===== src/rtl/regfile_pkg.sv =====
// Shared register-file write-port constants and payload type.
package regfile_pkg;

  localparam int unsigned REG_ADDR_W = 5;
  localparam int unsigned REG_DATA_W = 32;
  localparam logic [REG_ADDR_W-1:0] REG_ZERO = '0;

  typedef struct packed {
    logic                  en;
    logic [REG_ADDR_W-1:0] addr;
    logic [REG_DATA_W-1:0] data;
  } regwr_t;

endpackage


===== src/rtl/rr_arbiter.sv =====
// Combinational round-robin pick: first set req bit at or after ptr, wrapping.
module rr_arbiter
  import regfile_pkg::*;
#(
  parameter int unsigned NUM_REQ = 3,
  localparam int unsigned PTR_W = (NUM_REQ > 1) ? $clog2(NUM_REQ) : 1
) (
  input  logic [NUM_REQ-1:0] req,
  input  logic [PTR_W-1:0]   ptr,
  output logic [NUM_REQ-1:0] gnt,
  output logic [PTR_W-1:0]   idx,
  output logic               any
);

  logic [PTR_W-1:0] cand;

  always_comb begin
    gnt  = '0;
    idx  = '0;
    any  = 1'b0;
    cand = '0;
    for (int unsigned k = 0; k < NUM_REQ; k++) begin
      cand = PTR_W'((32'(ptr) + k) % NUM_REQ);
      if (!any && req[cand]) begin
        any       = 1'b1;
        gnt[cand] = 1'b1;
        idx       = cand;
      end
    end
  end

endmodule


===== src/rtl/regfile_write_arbiter.sv =====
// Round-robin arbitration of NUM_REQ writeback sources onto one registered
// register-file write port. Optional bypass outputs under REGWR_FWD_EN.
module regfile_write_arbiter
  import regfile_pkg::*;
#(
  parameter int unsigned NUM_REQ = 3,
  parameter int unsigned DATA_W  = REG_DATA_W,
  parameter int unsigned ADDR_W  = REG_ADDR_W
) (
  input  logic                      clk,
  input  logic                      reset,
  input  logic                      Flush,
  input  logic [NUM_REQ-1:0]        ReqValid,
  input  logic [NUM_REQ*ADDR_W-1:0] ReqAddr,
  input  logic [NUM_REQ*DATA_W-1:0] ReqData,
  output logic [NUM_REQ-1:0]        ReqReady,
  output logic                      RegWrite,
  output logic [ADDR_W-1:0]         WriteRegiter,
  output logic [DATA_W-1:0]         WriteData,
  output logic                      Busy
`ifdef REGWR_FWD_EN
  ,
  input  logic [ADDR_W-1:0]         FwdAddrA,
  input  logic [ADDR_W-1:0]         FwdAddrB,
  output logic                      FwdHitA,
  output logic                      FwdHitB,
  output logic [DATA_W-1:0]         FwdData
`endif
);

  localparam int unsigned PTR_W = (NUM_REQ > 1) ? $clog2(NUM_REQ) : 1;

  typedef enum logic {IDLE, WRITE} state_t;

  state_t             state_q;
  logic [PTR_W-1:0]   rr_ptr_q;
  logic [PTR_W-1:0]   rr_ptr_d;
  logic [PTR_W-1:0]   win_idx;
  logic [NUM_REQ-1:0] win_gnt;
  logic               win_any;
  logic               transfer;
  logic [ADDR_W-1:0]  addr_sel;
  logic [DATA_W-1:0]  data_sel;

  rr_arbiter #(.NUM_REQ(NUM_REQ)) u_arb (
    .req (ReqValid),
    .ptr (rr_ptr_q),
    .gnt (win_gnt),
    .idx (win_idx),
    .any (win_any)
  );

  // Grant is the only handshake signal; it is gated so it never shows during reset or flush.
  assign ReqReady = (reset || Flush) ? '0 : win_gnt;
  assign transfer = win_any && !Flush && !reset;
  assign addr_sel = ReqAddr[win_idx*ADDR_W +: ADDR_W];
  assign data_sel = ReqData[win_idx*DATA_W +: DATA_W];
  assign rr_ptr_d = (32'(win_idx) == NUM_REQ - 1) ? '0 : win_idx + PTR_W'(1);
  assign Busy     = (state_q == WRITE);

  always_ff @(posedge clk or posedge reset) begin
    if (reset) begin
      state_q      <= IDLE;
      rr_ptr_q     <= '0;
      RegWrite     <= 1'b0;
      WriteRegiter <= '0;
      WriteData    <= '0;
    end else begin
      case (state_q)
        IDLE:    if (transfer) state_q <= WRITE;
        WRITE:   if (!transfer) state_q <= IDLE;
        default: state_q <= IDLE;
      endcase
      if (transfer) begin
        rr_ptr_q     <= rr_ptr_d;
        WriteRegiter <= addr_sel;
        WriteData    <= data_sel;
        RegWrite     <= (addr_sel != ADDR_W'(REG_ZERO));
      end else begin
        RegWrite <= 1'b0;
      end
    end
  end

`ifdef REGWR_FWD_EN
  assign FwdHitA = RegWrite && (FwdAddrA == WriteRegiter) && (FwdAddrA != '0);
  assign FwdHitB = RegWrite && (FwdAddrB == WriteRegiter) && (FwdAddrB != '0);
  assign FwdData = WriteData;
`endif

endmodule

===== config.mk =====
export PLATFORM = sky130hd
export DESIGN_NAME = regfile_write_arbiter
export DESIGN_NICKNAME = d
export VERILOG_FILES = /design/src/rtl/regfile_pkg.sv /design/src/rtl/rr_arbiter.sv /design/src/rtl/regfile_write_arbiter.sv
export SDC_FILE = /design/constraint.sdc
export NUM_CORES = 1
export LEC_CHECK = 0
export BUFFER_PORTS_ARGS = -buffer_cell sky130_fd_sc_hd__buf_2
export CAP_MARGIN = 10
export CORE_MARGIN = 3
export CORE_UTILIZATION = 39
export DETAILED_ROUTE_END_ITERATION = 10
export PLACE_DENSITY = 0.77
export SKIP_CTS_REPAIR_TIMING = 1
export SYNTH_ARGS = -nofsm -noshare
export SYNTH_HDL_FRONTEND = slang
export SYNTH_HIERARCHICAL = 1
export SYNTH_SLANG_ARGS = --single-unit

===== constraint.sdc =====
create_clock -name clk -period 2.5 [get_ports clk]
set_input_delay 0.5 -clock clk [delete_from_list [all_inputs] [get_ports clk]]
set_output_delay 0.5 -clock clk [all_outputs]
set_load 0.01 [all_outputs]

* After elaboration in Yosys (flattened, before gate mapping)
Index checks and enable logic that the tools add are counted.
Storage, ports and cells: register bits after elaboration 41, input port bits 117, output and inout port bits 42, word-level logic and storage cells 61
Operators by class: $add $sub $neg 3, multipliers 1, divide/modulo/power cells 3, $lt $le $gt $ge 6, equal/unequal tests 1, shift operators 2, multiplexer cells 25, bitwise gates (word level) 2, reductions and logical operators 13
Operators by type and width (count):
- variable part select 96 x 8 -> 32 bit | 1
- remainder unit 32 x 2 -> 32 bit (second input constant) | 2
- remainder unit 2 x 2 -> 32 bit (second input constant) | 1
- variable part select 15 x 6 -> 5 bit | 1
- two-way mux 3 bit | 4
- two-way mux 1 bit | 11
- < comparator 2 x 3 -> 1 bit (second input constant) | 3
- two-way mux 2 bit | 4
- logical AND 1 bit | 7
- binary-select mux 1 bit (select 2 bit) | 3
- demux 1 bit (select 2 bit) | 3
- >= comparator 2 x 1 -> 1 bit (second input constant) | 3
- bitwise OR 3 bit | 2
- multiplier 2 x 3 -> 5 bit (second input constant) | 1
- nonzero test 5 bit | 1
- zero test 1 bit | 4
- adder 2 x 1 -> 3 bit (second input constant) | 1
- adder 2 x 2 -> 3 bit (second input constant) | 1
- adder 2 x 1 -> 2 bit (second input constant) | 1
- equality test 2 bit (second input constant) | 1
- logical OR 1 bit | 1

* Depth between registers and ports, before layout
Gate-level depths: netlist of run 1.
word-level depth 14, mapped depth 13, mapped depth without buffers 10

* Modules after synthesis
Netlist of run 1, hierarchy kept.
By module, submodules not included:
- regfile_write_arbiter | times used 1, cells an instance 261, area each 2265.9 sq um, seq. area each 1026.0 sq um
- rr_arbiter | times used 1, cells an instance 53, area each 347.8 sq um, seq. area each 0.0 sq um

* Worst setup path after synthesis of run 1
OpenSTA, ideal clock, no wires.
kind register -> register, start register rr_ptr_q[1], end register RegWrite, setup time 133 ps, arrival time 2192 ps, data required time 2367 ps, slack 175 ps, stages on the path, launching flop included 13, path buffers 2, period minus slack after synthesis 2325 ps, path through dfrtp_1 > inv_1 > ha_1 > buf_6 > mux2i_2 > o22a_4 > o2111ai_1 > nand3_1 > buf_6 > mux2i_1 > nor2_1 > a2111oi_2 > a31oi_1
On the way: word-level cells in the longest chain between the ends 14, elaborated cells on any way between the ends 27, those cells by class 2 x add/sub; 1 x mul; 3 x div; 1 x shift; 13 x mux; 7 x reduce/logical
Ends and longest elaborated chain:
- start, declared | line regfile_write_arbiter.sv:36 | logic [PTR_W-1:0] rr_ptr_q;
- start signal, assigned | line regfile_write_arbiter.sv:75 | rr_ptr_q <= rr_ptr_d;
- branches (longest 9 deep; another with remainder unit 32 x 2 -> 32 bit)
- two-way mux 2 bit * | line rr_arbiter.sv:24 | if (!any && req[cand]) begin
- net win_idx[1] | line regfile_write_arbiter.sv:38 | logic [PTR_W-1:0] win_idx;
- multiplier 2 x 3 -> 5 bit * | line regfile_write_arbiter.sv:56 | assign addr_sel = ReqAddr[win_idx*ADDR_W +: ADDR_W];
- variable part select 15 x 6 -> 5 bit * | line regfile_write_arbiter.sv:56
- nonzero test 5 bit * | line regfile_write_arbiter.sv:78 | RegWrite <= (addr_sel != ADDR_W'(REG_ZERO));
- two-way mux 1 bit * | line regfile_write_arbiter.sv:74 | if (transfer) begin
- end signal, assigned | line regfile_write_arbiter.sv:78
- end, declared | line regfile_write_arbiter.sv:17 | output logic RegWrite,
Mark *: on every way through the listed nets, which the timed path passes. The select of a mux whose other input is x is not followed. A chain may end at the register's enable or synchronous reset.

* Worst setup path in the final report of run 1
start register rr_ptr_q[0], end output ReqReady[0]
On the way: word-level cells in the longest chain between the ends 11, elaborated cells on any way between the ends 38, those cells by class 2 x add/sub; 3 x div; 6 x order compare; 18 x mux; 2 x bitwise; 7 x reduce/logical
Ends and longest elaborated chain:
- adder 2 x 1 -> 3 bit / remainder unit 2 x 2 -> 32 bit (equally long branches) | line rr_arbiter.sv:23 | cand = PTR_W'((32'(ptr) + k) % NUM_REQ);
- remainder unit 32 x 2 -> 32 bit, or another cell as far along | line rr_arbiter.sv:23
- < comparator 2 x 3 -> 1 bit (implied by the code), or another cell as far along | line rr_arbiter.sv:26 | gnt[cand] = 1'b1;
- logical AND 1 bit (implied by the code), or another cell as far along | line rr_arbiter.sv:26
- two-way mux 1 bit (implied by the code), or another cell as far along | line rr_arbiter.sv:26
- demux 1 bit (select 2 bit), or another cell as far along
- bitwise OR 3 bit (no source line) / two-way mux 1 bit (equally long branches)
- two-way mux 3 bit / zero test 1 bit (equally long branches) | line rr_arbiter.sv:24
- bitwise OR 3 bit (no source line) / logical AND 1 bit (equally long branches)
- two-way mux 3 bit * | line rr_arbiter.sv:24
- net win_gnt[0] | line regfile_write_arbiter.sv:39 | logic [NUM_REQ-1:0] win_gnt;
- two-way mux 3 bit * | line regfile_write_arbiter.sv:54 | assign ReqReady = (reset || Flush) ? '0 : win_gnt;
- end, declared | line regfile_write_arbiter.sv:16 | output logic [NUM_REQ-1:0] ReqReady,
The timed path passes the listed nets; every way through them passes the cells marked *. The select of a mux whose other input is x is not followed.

==> results of run 1 <==
==> where the power goes <==
group	switching (mW)	internal, mW
registers	0.153	0.952
logic	1.71	1.46
clock network	0.238	0.255
==> critical path: cells and delay by family, from the launching register on <==
| kind | cells | cell delay [ns] |
|---|---|---|
| buffers and inverters | 3 | 0.44 |
| adders and majority gates | 1 | 0.21 |
| and+or+nand+nor | 2 | 0.26 |
| DFF | 1 | 0.41 |
| AOI/OAI and AO/OA | 3 | 0.41 |
==> cell usage in the layout, fill, tap and decap left out, types with 2 or more instances in the layout <==
master       n
a21oi_1     38
a21oi_2      2
a31oi_1      2
and2_1       3
buf_12       4
buf_2      158
buf_4       19
buf_6        2
clkbuf_8     7
dfrtp_1     41
ha_1         2
inv_1        4
inv_2        2
mux2i_1     36
nand2_1     54
nand2_2      2
nand2b_1     3
nor2_1      38
o21ai_1     36
o2bb2ai_1    2
==> layer usage <==
layer,vias up,GRT usage (%)
li1,1416,-
met1,1289,23.5
met2,122,33.2
met3,10,5.36
met4,0,4.32
met5,-,0
==> worst paths after layout <==
check,start,to,slack [ns],cells past startpoint
setup / recovery,rr_ptr_q[0]$_DFFE_PP0P_,ReqReady[0],-0.01,9
hold / removal,reset,WriteRegiter[0]$_DFFE_PP0P_,0.38,2
setup reg to reg,rr_ptr_q[0]$_DFFE_PP0P_,RegWrite$_DFF_PP0_,0.01,11
hold reg to reg,WriteRegiter[2]$_DFFE_PP0P_,WriteRegiter[2]$_DFFE_PP0P_,0.48,2
max in group asynchronous,reset,Busy$_DFF_PP0_,1.56,2
min in group clk,ReqData[52],WriteData[20]$_DFFE_PP0P_,0.47,3
==> synth_stat cells (3+ instances only) <==
master	number
nand2_1	56
dfrtp_1	41
a21oi_1	40
nor2_1	39
mux2i_1	37
o21ai_1	35
inv_1	6
buf_2	5
buf_6	5
buf_4	4
clkbuf_1	4
ha_1	4
and2_1	3
buf_1	3
nand2b_1	3
==> final cells by class <==
type | instances | area (um^2)
flip-flops and latches | 41 | 1030
inverters | 6 | 22.5
repair buffers | 184 | 1060
clock buffers | 7 | 96.3
clock inverters | 1 | 8.76
multi-input cells | 244 | 1520
fillers | 599 | 2590
well taps | 77 | 96.3
==> state kept, by name, summed over array words and instances (netlist names) <==
signal / flops
RegWrite: 1
WriteRegiter: 5
Busy: 1
WriteData: 32
rr_ptr_q: 2
==> logic make-up (layout without fill, tap and decap cells) <==
family	after synthesis	in the layout	synth area share, %
mux	38	38	14.7
buf+inv	29	198	6.51
simple gates	109	109	17.1
fa+ha+maj	4	4	1.91
flops	41	41	39.3
compound gates	93	93	20.5
==> impl_metrics.py, run 1 <==
metrics = {
    "run_status": {
        "status": "complete, but fails checks",
        "violations": "negative setup slack",
    },
    "critical_path": {
        "crit_chain": "buf_4 > ha_1 > buf_4 > nor4bb_1 > a21o_1 > a21oi_1 > o2bb2ai_1 > and2_1 > buf_2",
        "critPathMaxStageDelay_ns": 0.41,
        "worstPathMaxFanout": 7,
        "crit_required_ns": 2.00,
        "start_kind": "flop",
        "end_kind": "primary output",
        "worstPathArrival_ns": 2.01,
        "cpMaxStageDelayCell": "dfrtp_1",
        "worstSetupPathType": "flop to primary output",
        "path_common_cell": "buf_4",
    },
    "placement": {
        "gp_congestion": 0.792,
        "place_area_um2": 3540,
        "place_inst": 543,
        "dp_hpwl_um": 5830,
        "port_buffers": 158,
        "dp_worst_setup_slack_ns": -0.104,
    },
    "yosys": {
        "synth_edf_count": 0,
        "syn_inst": 314,
        "ys_ff_latch": 41,
        "yosysTopAreaCellShare_pct": 39.3,
        "ys_types": 38,
        "synth.largest_area_cell": "dfrtp_1",
        "synth.net_count": 435,
        "syn_area_um2": 2610,
        "synth_area_leaders": "dfrtp_1 (39%), mux2i_1 (14%), nand2_1 (8.0%), a21oi_1 (7.7%), o21ai_1 (6.7%)",
        "ys_seq_area_share_pct": 39.3,
        "synth_ff_type": "dfrtp_1",
        "synth_area_per_cell_um2": 8.32,
        "yosys_warnings": 6,
        "async_flop_share_pct": 100,
    },
    "power": {
        "leakage_nw": 1.97,
        "p_total_mw": 4.76,
        "peakVddDrop_uv": 563,
        "power.density_nw_per_um2": 1240,
    },
    "routing": {
        "viasPerCell": 5.07,
        "highest_layer": "met4",
        "drc_errors": 0,
        "wl_met1_um": 3220,
        "met3WireLength_um": 657,
        "route.met2.wl_um": 3820,
        "detail_route.first_pass.iterations": 4,
        "routed_wirelength_um": 7790,
        "antenna_left": 0,
        "num_vias": 2837,
        "drtIter0Drc": 82,
        "wire_per_inst_um": 13.9,
    },
    "cells_and_area": {
        "final_layout_size_suffix_gt1_share_pct": 44.1,
        "layout.nets": 603,
        "diodes": 0,
        "syn_to_final_growth_pct": 46.7,
        "design_area_um2": 3830,
        "post-route-util_pct": 59.7,
        "finalNonFillerCells": 560,
    },
    "timing": {
        "tightestPinTransition_ns": 0.867,
        "period_share_pct": 101,
        "setup_viol": 2,
        "rsz0062_at_grt": "true",
        "final-max-slew-violation-count": 0,
        "timing.final.ws_setup_ns": -0.0146,
        "hold_viol": 0,
        "slew_headroom_pct": 42.1,
        "hold_ws_ns": 0.384,
        "final.setup.tns_ns": -0.0165,
        "fmax_mhz": 398,
        "fin_worst_skew_ns": 0.00252,
        "min_period_ns": 2.51,
    },
    "floorplan": {
        "initial_utilization_pct": 40.7,
        "dieWidth_um": 87.9,
        "core_area_um2": 6420,
        "dieArea_um2": 7720,
        "io-pin-count": 159,
        "num_rows": 29,
        "die_y_um": 87.9,
    },
    "global_routing": {
        "grt_pass1_wl_um": 11800,
        "antenna_found_initial": 0,
        "overflow": 0,
        "grt_usage_pct": 19.1,
        "grt_pass1_vias": 2578,
        "grt_max_degree": 45,
    },
    "clocking": {
        "cts_tree": "built",
        "cts.clk_slew.worst_paths_ns": 0.08,
        "clock_path_buffers": 2,
        "cts_made_buffers": 5,
        "insertion_delay_ns": 0.29,
        "cts_num_sinks": 41,
        "cts-root-buf": "clkbuf_8",
        "cts_max_level": 2,
    },
    "run": {
        "drv_cap": 0,
    },
    "min_path": {
        "min_path_type": "input pin to async pin",
    },
}
Power figures use the tool's default switching activity.
==> run 2: changes to the inputs <==
==> constraint.sdc (replaced) <==
create_clock -name clk -period 2.5 [get_ports clk]
set_input_delay 0.375 -clock clk [delete_from_list [all_inputs] [get_ports clk]]
set_output_delay 0.375 -clock clk [all_outputs]
set_load 0.01 [all_outputs]
==> run 2 against run 1 <==
Against the previous run: the run now ends clean; worst setup slack gained 0.14 ns; fmax increased by 5.7%; cell count down 0.89%; die area did not move; utilization shrank 0.74 points; total power shrank 2.9%; cell area decreased by 1.2%; clock-buffer cell count unchanged; critical path depth up 2; critical endpoint is now RegWrite$_DFF_PP0_; largest power group unchanged.
==> impl_metrics.py, run 2 (synthesis gave the netlist of run 1 again) <==
metrics = {
    "timing": {
        "hold_viol": 0,
        "hold_ws_ns": 0.279,
        "min_period_ns": 2.38,
        "fin_worst_skew_ns": 0.00462,
        "tightestPinTransition_ns": 0.857,
        "final.setup.tns_ns": 0,
        "fmax_mhz": 420,
        "final-max-slew-violation-count": 0,
        "period_share_pct": 95.2,
        "setup_viol": 0,
        "slew_headroom_pct": 42.8,
    },
    "global_routing": {
        "grt_pass1_vias": 2451,
        "gr-usage-met3_pct": 4.52,
        "antenna_found_initial": 0,
        "grt_max_degree": 45,
        "grt_pass1_wl_um": 11400,
        "grt_most_used_layer": "met2",
        "overflow": 0,
        "use_met1_pct": 22.7,
        "grt_usage_pct": 18.4,
        "gr-usage-met2_pct": 32.9,
    },
    "clocking": {
        "clock_path_buffers": 2,
        "cts_max_level": 2,
        "cts.clk_slew.worst_paths_ns": 0.08,
        "insertion_delay_ns": 0.28,
        "cts_made_buffers": 5,
        "cts-root-buf": "clkbuf_8",
        "cts_tree": "built",
        "cts_num_sinks": 41,
    },
    "critical_path": {
        "start_kind": "flop",
        "worstPathArrival_ns": 2.53,
        "crit_required_ns": 2.65,
        "end_kind": "flop",
        "worstSetupPathType": "flop to flop",
        "worstPathMaxFanout": 8,
    },
    "cells_and_area": {
        "finalNonFillerCells": 555,
        "layout_commonest_cell": "buf_2",
        "final_layout_size_suffix_gt1_share_pct": 44.8,
        "design_area_um2": 3790,
        "top_register": "WriteData",
        "post-route-util_pct": 59.0,
        "top_regs": "WriteData x32, WriteRegiter x5, rr_ptr_q x2",
        "layout_common_cells": "buf_2 (158), nand2_1 (53), dfrtp_1 (40)",
        "largest_reg_flops": 32,
        "syn_to_final_growth_pct": 44.9,
        "layout.nets": 598,
        "diodes": 0,
    },
    "min_path": {
        "min_path_type": "input pin to async pin",
    },
    "power": {
        "leakage_nw": 1.94,
        "peakVddDrop_uv": 497,
        "power.density_nw_per_um2": 1220,
    },
    "routing": {
        "wire_per_inst_um": 13.5,
        "drtIter0Drc": 62,
        "num_vias": 2734,
        "drc_errors": 0,
        "antenna_left": 0,
        "viasPerCell": 4.93,
        "detail_route.first_pass.iterations": 5,
        "routed_wirelength_um": 7510,
    },
    "placement": {
        "gp_congestion": 0.853,
        "port_buffers": 158,
        "place_area_um2": 3520,
        "dp_hpwl_um": 5830,
        "place_inst": 540,
    },
    "run": {
        "drv_cap": 0,
    },
    "floorplan": {
        "io-pin-count": 159,
        "dieArea_um2": 7720,
        "die_y_um": 87.9,
        "core_area_um2": 6420,
        "num_rows": 29,
        "initial_utilization_pct": 40.7,
        "dieWidth_um": 87.9,
    },
    "run_status": {
        "status": "finished clean",
    },
}
[run 2: final cells by class]
class / count / area (um^2)
repair buffers: 179 / 993
clock inverters: 1 / 30.0
fillers: 592 / 2640
clock buffers: 7 / 86.3
flip-flops and latches: 41 / 1030
well taps: 77 / 96.3
multi-input cells: 244 / 1530
inverters: 6 / 22.5
[run 2: path summary, 6_finish.rpt]
check | start | to | slack (ns) | cells past startpoint
min in group clk | ReqData[39] | WriteData[7]$_DFFE_PP0P_ | 0.36 | 3
min reg2reg | WriteRegiter[4]$_DFFE_PP0P_ | WriteRegiter[4]$_DFFE_PP0P_ | 0.48 | 2
max reg2reg | rr_ptr_q[1]$_DFFE_PP0P_ | RegWrite$_DFF_PP0_ | 0.12 | 11
max | rr_ptr_q[1]$_DFFE_PP0P_ | RegWrite$_DFF_PP0_ | 0.12 | 11
min | reset | WriteData[25]$_DFFE_PP0P_ | 0.28 | 2
max in group asynchronous | reset | rr_ptr_q[0]$_DFFE_PP0P_ | 1.62 | 2
[run 2: power by group]
| part | switching, mW | internal (mW) |
|---|---|---|
| registers | 0.156 | 0.954 |
| logic | 1.63 | 1.34 |
| clock network | 0.216 | 0.326 |
[run 2: stage by stage]
stage / setup WS, ns / power (mW)
2_1_floorplan: 0.175 / 3.03
3_3_place_gp: 0.119 / 3.81
3_5_place_dp: 0.0379 / 3.89
4_1_cts: -0.0492 / 4.45
5_1_grt: -0.0213 / 5.02
6_report: 0.121 / 4.63
[run 2: worst max-delay path, cell delays in order (launching register included)]
cell       delay [ns]
dfrtp_1          0.41
buf_4            0.15
ha_4             0.31
inv_1            0.09
nor2_1           0.12
o2111ai_2        0.14
nand3_4          0.15
buf_6            0.12
mux2i_2          0.23
o2bb2ai_2        0.09
a2111oi_2        0.33
a31oi_1          0.12
[run 2: per-layer routing]
metal  vias to the layer above  share of wire, %
li1                       1400                 -
met1                      1215                41
met4                         0              0.31
met3                         2               7.8
met2                       117                51
met5                         -                 0
